## src/rtl/rv32_pkg.sv

```systemverilog
// ----------------------------------------------------------------------------
// rv32_pkg
// Shared definitions for the rv32 memory arbiter: word width, owner encodings
// and the read-tag payload that travels alongside each RAM access.
// ----------------------------------------------------------------------------
package rv32_pkg;

    // Architectural word width of the core and the unified RAM.
    localparam int unsigned XLEN = 32;

    // Owner of a RAM read, carried in the tag so the data can be returned.
    localparam logic OWN_IF = 1'b0;
    localparam logic OWN_D  = 1'b1;

    // Per-access tag: valid marks a read that expects data back.
    typedef struct packed {
        logic valid;
        logic owner;
    } tag_t;

endpackage : rv32_pkg

```

## src/rtl/rv32_arb_tag_pipe.sv

```systemverilog
// ----------------------------------------------------------------------------
// rv32_arb_tag_pipe
// DEPTH-stage shift register of read tags. The tail stage lines up with the
// RAM read data, DEPTH cycles after the access that entered the tag.
//
// Ports:
//   clk      in   clock, rising edge
//   rst_n    in   asynchronous active-low clear of every stage
//   tag_in   in   tag for the access granted this cycle
//   tag_out  out  tag of the access whose read data is on the RAM bus now
// ----------------------------------------------------------------------------
module rv32_arb_tag_pipe
    import rv32_pkg::*;
#(
    parameter int unsigned DEPTH = 1
) (
    input  logic clk,
    input  logic rst_n,
    input  tag_t tag_in,
    output tag_t tag_out
);

    if (DEPTH == 1) begin : g_single
        tag_t stage_q;

        // Single stage: the tag simply waits one cycle.
        always_ff @(posedge clk or negedge rst_n) begin
            if (!rst_n) begin
                stage_q <= '0;
            end else begin
                stage_q <= tag_in;
            end
        end

        assign tag_out = stage_q;
    end else begin : g_multi
        tag_t [DEPTH-1:0] stage_q;

        // Shift toward the tail; index 0 is the newest entry.
        always_ff @(posedge clk or negedge rst_n) begin
            if (!rst_n) begin
                stage_q <= '0;
            end else begin
                stage_q <= {stage_q[DEPTH-2:0], tag_in};
            end
        end

        assign tag_out = stage_q[DEPTH-1];
    end

endmodule : rv32_arb_tag_pipe

```

## src/rtl/rv32_mem_arbiter.sv

```systemverilog
// ----------------------------------------------------------------------------
// rv32_mem_arbiter
// Shares one single-port synchronous RAM between the instruction-fetch port
// and the load/store port of an rv32 core. One access is granted per cycle;
// data wins, except that after MAX_D_RUN consecutive data grants with fetch
// waiting, fetch is granted. Reads are tagged and their data is routed back
// to the owning port MEM_LAT cycles after the grant.
//
// Optional feature: define RV32_ARB_STATS_EN to add the stat_* counters.
//
// Ports:
//   clk, rst_n            clock and asynchronous active-low reset
//   if_req/if_addr        fetch request, held until if_gnt
//   if_gnt                fetch accepted this cycle (combinational)
//   if_rvalid/if_rdata    fetch read return
//   d_req/d_we/d_be/
//   d_addr/d_wdata        data request, held until d_gnt
//   d_gnt                 data accepted this cycle (combinational)
//   d_rvalid/d_rdata      load read return
//   mem_en/mem_we/mem_be/
//   mem_addr/mem_wdata    RAM command for the granted port (combinational)
//   mem_rdata             RAM read data, MEM_LAT cycles after a read
//   stat_if_gnt           [stats] fetch grant count
//   stat_d_gnt            [stats] data grant count
//   stat_if_stall         [stats] cycles with fetch waiting
// ----------------------------------------------------------------------------
module rv32_mem_arbiter
    import rv32_pkg::*;
#(
    parameter int unsigned AW        = 10,
    parameter int unsigned MEM_LAT   = 1,
    parameter int unsigned MAX_D_RUN = 4
) (
    input  logic            clk,
    input  logic            rst_n,

    input  logic            if_req,
    input  logic [AW-1:0]   if_addr,
    output logic            if_gnt,
    output logic            if_rvalid,
    output logic [XLEN-1:0] if_rdata,

    input  logic            d_req,
    input  logic            d_we,
    input  logic [3:0]      d_be,
    input  logic [AW-1:0]   d_addr,
    input  logic [XLEN-1:0] d_wdata,
    output logic            d_gnt,
    output logic            d_rvalid,
    output logic [XLEN-1:0] d_rdata,

    output logic            mem_en,
    output logic            mem_we,
    output logic [3:0]      mem_be,
    output logic [AW-1:0]   mem_addr,
    output logic [XLEN-1:0] mem_wdata,
    input  logic [XLEN-1:0] mem_rdata
`ifdef RV32_ARB_STATS_EN
    ,
    output logic [XLEN-1:0] stat_if_gnt,
    output logic [XLEN-1:0] stat_d_gnt,
    output logic [XLEN-1:0] stat_if_stall
`endif
);

    localparam int unsigned     RUN_W   = 4;
    localparam logic [RUN_W-1:0] RUN_MAX = RUN_W'(MAX_D_RUN);

    logic [RUN_W-1:0] run_q;
    logic [RUN_W-1:0] run_d;
    logic             d_win;
    tag_t             tag_in;
    tag_t             tag_out;
    logic [XLEN-1:0]  if_rdata_q;
    logic [XLEN-1:0]  d_rdata_q;

    // Grant: data first unless fetch has waited through a full data run.
    // Grants are forced low while reset is asserted so every output is quiet.
    always_comb begin
        d_win  = d_req & (~if_req | (run_q < RUN_MAX));
        d_gnt  = rst_n & d_win;
        if_gnt = rst_n & if_req & ~d_win;
    end

    // RAM command mux from the granted port; idle drives all zeros.
    always_comb begin
        mem_en    = 1'b0;
        mem_we    = 1'b0;
        mem_be    = 4'h0;
        mem_addr  = '0;
        mem_wdata = '0;
        if (d_gnt) begin
            mem_en    = 1'b1;
            mem_we    = d_we;
            mem_be    = d_be;
            mem_addr  = d_addr;
            mem_wdata = d_wdata;
        end else if (if_gnt) begin
            mem_en    = 1'b1;
            mem_be    = 4'hF;
            mem_addr  = if_addr;
        end
    end

    // Run counter: consecutive data grants while fetch is waiting.
    always_comb begin
        run_d = run_q;
        if (!if_req || if_gnt) begin
            run_d = '0;
        end else if (d_gnt && (run_q < RUN_MAX)) begin
            run_d = run_q + RUN_W'(1);
        end
    end

    always_ff @(posedge clk or negedge rst_n) begin
        if (!rst_n) begin
            run_q <= '0;
        end else begin
            run_q <= run_d;
        end
    end

    // Tag entering the pipe: only reads expect data back.
    always_comb begin
        tag_in.valid = (d_gnt & ~d_we) | if_gnt;
        tag_in.owner = d_gnt ? OWN_D : OWN_IF;
    end

    rv32_arb_tag_pipe #(
        .DEPTH (MEM_LAT)
    ) u_tag_pipe (
        .clk     (clk),
        .rst_n   (rst_n),
        .tag_in  (tag_in),
        .tag_out (tag_out)
    );

    assign if_rvalid = tag_out.valid & (tag_out.owner == OWN_IF);
    assign d_rvalid  = tag_out.valid & (tag_out.owner == OWN_D);

    // Each port's rdata shows RAM data on its return cycle, else its last value.
    always_ff @(posedge clk or negedge rst_n) begin
        if (!rst_n) begin
            if_rdata_q <= '0;
            d_rdata_q  <= '0;
        end else begin
            if (if_rvalid) begin
                if_rdata_q <= mem_rdata;
            end
            if (d_rvalid) begin
                d_rdata_q <= mem_rdata;
            end
        end
    end

    assign if_rdata = if_rvalid ? mem_rdata : if_rdata_q;
    assign d_rdata  = d_rvalid  ? mem_rdata : d_rdata_q;

`ifdef RV32_ARB_STATS_EN
    // Free-running event counters, wrapping modulo 2^32.
    always_ff @(posedge clk or negedge rst_n) begin
        if (!rst_n) begin
            stat_if_gnt   <= '0;
            stat_d_gnt    <= '0;
            stat_if_stall <= '0;
        end else begin
            stat_if_gnt   <= stat_if_gnt + XLEN'(if_gnt);
            stat_d_gnt    <= stat_d_gnt + XLEN'(d_gnt);
            stat_if_stall <= stat_if_stall + XLEN'(if_req & ~if_gnt);
        end
    end
`endif

endmodule : rv32_mem_arbiter

```

## config.mk

```make
export PLATFORM = sky130hd
export DESIGN_NAME = rv32_mem_arbiter
export DESIGN_NICKNAME = d
export VERILOG_FILES = /design/src/rtl/rv32_pkg.sv /design/src/rtl/rv32_arb_tag_pipe.sv /design/src/rtl/rv32_mem_arbiter.sv
export SDC_FILE = /design/constraint.sdc
export NUM_CORES = 1
export LEC_CHECK = 0
export ABC_AREA = 1
export BUFFER_PORTS_ARGS = -buffer_cell sky130_fd_sc_hd__buf_2
export CAP_MARGIN = 30
export CORE_MARGIN = 5
export CORE_UTILIZATION = 38
export DETAILED_ROUTE_END_ITERATION = 6
export GPL_TIMING_DRIVEN = 0
export PLACE_DENSITY = 0.85
export SYNTH_ARGS = -nofsm -noshare
export SYNTH_HDL_FRONTEND = slang
export SYNTH_SLANG_ARGS = --single-unit
```

## constraint.sdc

```tcl
create_clock -name clk -period 1.5 [get_ports clk]
set_clock_uncertainty 0.2 [all_clocks]
set_input_delay 0.3 -clock clk [delete_from_list [all_inputs] [get_ports clk]]
set_output_delay 0.3 -clock clk [all_outputs]
set_load 0.005 [all_outputs]
```

==> results.md <==
- Routability cong.: a little under 1
- Synth Area in Compound Gates: 10.84%
- Seq/Total Area, Yosys: 56.86%
- Crit path max-delay family: buffers and inverters
- Root Driver: clkbuf_8
- Routed WL: 14,450 um
- Total CTS buffers: 9
- FF/Latch Area: 0.001752 mm2
- Most frequent CP cell: buf_12
- Cells after synthesis: 381
- Max Cap Violations: 0
- Post-synth EDFFs: 0
- Final period util: 144.9%
- Clk slew on worst S/H paths: 80 ps
- HPWL after DPL: slightly below 9000 um
- Initial DRC count: 81
- Worst setup SP type: flop
- Synth Register Bits: 70
- Crit path time final: about 2200 ps
- Antenna Nets Post-Route: 0
- Fin. Hold Viols: 70
- Area share of the largest cell type after synthesis: between 50% and 60%
- Die W: 100.0 um
- Layout area overhead: 100.6%
- Final non-filler cell total: approximately 770
- Worst Path Required: 1000 ps
- Reg2reg path depth: 12
- WL/cell: around 19 um
- RSZ-0062 raised after global routing: yes
- Worst slew pin tran: 390.7 ps
- Vias in the first global route: 4,088
- Starting Density: 39.46%
- Crit path DAT: 1670 ps
- Simple-gate area share of the yosys netlist: between 10% and 20%
- Max stage delay cell, worst path: dfrtp_1
- Mapped Area: ~0.003 mm2
- Min-delay worst type: input port to async pin
- VDD IR max: 0.5873 mV
- DR vias/cell: 4.917
- Violated checks: hold timing, setup timing
- Netlist cell types: 19
- Post-synth top cells: nand2_1, dfrtp_1, inv_1, o21ai_0, nor2_1
- Via count: 3,781
- Largest family of logic cells by synthesized area: simple AND/OR/NAND/NOR gates
- Comb pwr share: between 30% and 40%
- N_diodes: 0
- CP Class: flop to output port
- Initial antenna violation count: 0
- Syn nets: 475
- Primary FF master, synth: dfrtp_1
- Mapped Avg Cell Area: 8.085 um2
- Share of layout cells above drive strength 1: around two thirds
- Outcome: complete, but fails checks
- Worst Slack Setup Final: -672.9 ps
- Critical-path cell list: nand2_2 > buf_8 > buf_12 > buf_12 > clkbuf_16 > o21ai_4 > buf_2
- Die height: 100.0 um
- Sequential Power Share: approximately 38%
- Mux share of post-synthesis cell area: 0%
- Core Footprint: 0.007807 mm2
- Post-Place Cell Area: 0.004253 mm2
- Post-Synth Adder-Cell Area: 0.4062%
- Final net count: approximately 760
- Clk buf depth: 2
- Slew HR: between 70% and 80%
- Dominant cell type by area after synthesis: dfrtp_1
- Setup violation total in the final timing report: 123
- FF-to-FF setup slack: -480 ps
- # hold bufs at CTS: 1
- Site Rows: 32
- Worst Path Max Fanout: 5
- CP Capture Type: output port
- Internal: 4.423 mW
- Post-Place Cells: roughly 700
- I/O Buffers: roughly 210
- Clk pwr share: 23.1%
- Grt ovf: 0
- First-pass GRT wire length: 20,530 um
- Total Routing Usage GR: 26.91%
- TritonRoute pass-1 iters: 5
- Drt drc: 0
- Sink Count: 70
- Multi-input logic area: ~0.0017 mm2
- Critical path buffer and inverter count: 5
- H-tree levels: 3
- Worst hold margin: -328.9 ps
- Slowest stage delay, CP: 380 ps
- FF-to-FF End: d_rdata_q[11]$_DFF_PN0_
- # fillers: 482
- Fin. max-slew vios: 0
- Worst R2R Start: u_tag_pipe.tag_out[0]$_DFF_PN0_
- Design area: 0.006178 mm2
- Io pins: 209
- YS warnings: 0
- Synth area leaders: dfrtp_1, nand2_1, o21ai_0
- Post-synthesis xor/xnor area fraction: 0%
- Largest net degree at the start of global routing: 74
- PD cells: 1064 mW/mm2
- Fmax: 0.4602 GHz
- Most common cell in the netlist: nand2_1
- Worst skew pair latency: 320 ps
- Psw: 2.152 mW
- Ys async rst share: 100.0%
- Area of the die: 0.01001 mm2
- CTS tree: built
- Pleak: 3.520 nW
- Switching Fraction: 32.73%
## per-layer routing
metal	vias to the layer above	routed length, um	global-route usage [%]	share of wire [%]
met5	-	0	0	0
met4	0	744	15.65	5.1
met3	55	979	6.602	6.8
met2	221	7975	50.80	55
met1	1787	4752	26.36	33
li1	1718	-	-	-
## sequential cells by signal (all words and copies together), names as in the netlist
signal              cells
d_rdata_q              32
run_q                   4
if_rdata_q             32
u_tag_pipe.tag_out      2
## power by group through the flow
| stage | sequential (mW) | combinational [mW] | clock, mW |
|---|---|---|---|
| after floorplan | 2.38 | 0.582 | 0 |
| after global placement | 2.39 | 1.29 | 0 |
| after detailed placement | 2.42 | 1.33 | 0 |
| after CTS | 2.43 | 2.11 | 1.53 |
| after global routing | 2.53 | 2.74 | 1.65 |
| final | 2.50 | 2.56 | 1.52 |
## metrics by stage
stage	utilization, %	power, mW	TNS [ps]	worst slack, ps
2_1_floorplan	-	2.964	-2006	-42.96
3_3_place_gp	54.44	3.681	-123010	-1408
3_5_place_dp	54.47	3.751	-68860	-933.6
4_1_cts	73.69	6.068	-66060	-628.1
5_1_grt	79.13	6.921	-73170	-740.5
6_report	79.13	6.575	-62410	-672.9
## how the worst max path moves through the flow
stage,startpoint,end,cells past startpoint
2_1_floorplan,run_q[3]$_DFFE_PN0P_,mem_addr[2],6
5_1_grt,u_tag_pipe.tag_out[0]$_DFF_PN0_,d_rdata[5],7
4_1_cts,run_q[2]$_DFFE_PN0P_,mem_be[3],7
3_5_place_dp,rst_n,mem_addr[6],9
3_3_place_gp,rst_n,mem_addr[5],9
6_report,u_tag_pipe.tag_out[0]$_DFF_PN0_,d_rdata[5],7
## kinds of logic (layout without fill, tap and decap cells)
kind of cell,count (synthesis),in the layout
buffers and inverters,90,376
flip-flops,70,70
adder cells (fa/ha/maj),1,1
AO/OA/AOI/OAI,66,66
AND/OR/NAND/NOR,154,154
## placed cells by master, fill, tap and decap left out
cell type / Yosys / routed
buf_2: 9 / 201
dfrtp_1: 70 / 70
inv_1: 69 / 67
nand2_1: 109 / 48
buf_6: 2 / 42
nand2_2: 1 / 36
o21ai_2: 1 / 35
nor2_1: 35 / 34
o21ai_4: 0 / 30
nand2_4: 0 / 26
buf_4: 1 / 25
clkbuf_8: 0 / 10
buf_12: 0 / 7
buf_8: 0 / 6
clkbuf_16: 0 / 6
inv_6: 0 / 3
nand3_1: 3 / 3
nand4_1: 3 / 3
inv_2: 1 / 2
clkinvlp_4: 0 / 2
buf_16: 0 / 2
nand3_4: 1 / 1
nor2_4: 0 / 1
o21ai_0: 65 / 1
nand3b_1: 1 / 1
and3_1: 1 / 1
ha_1: 1 / 1
bufinv_16: 0 / 1
clkinv_2: 0 / 1
dlygate4sd3_1: 0 / 1
## what timing repair did
action	4_1_cts	5_1_grt
endpoints found under the setup margin	168	130
gates cloned	7	2
hold endpoints to repair	71	70
gates resized for setup	255	99
buffers inserted	49	23
pin swaps	16	10
## final cells by class
class / instances / share of cell area, %
flip-flops and latches: 70 / 28.35
clock inverters: 5 / 0.9518
multi-input cells: 221 / 27.74
well taps: 102 / 2.066
plain buffers: 17 / 4.394
inverters: 71 / 4.475
repair buffers: 273 / 29.79
clock buffers: 10 / 2.228
(Power assumes the default switching activity.)
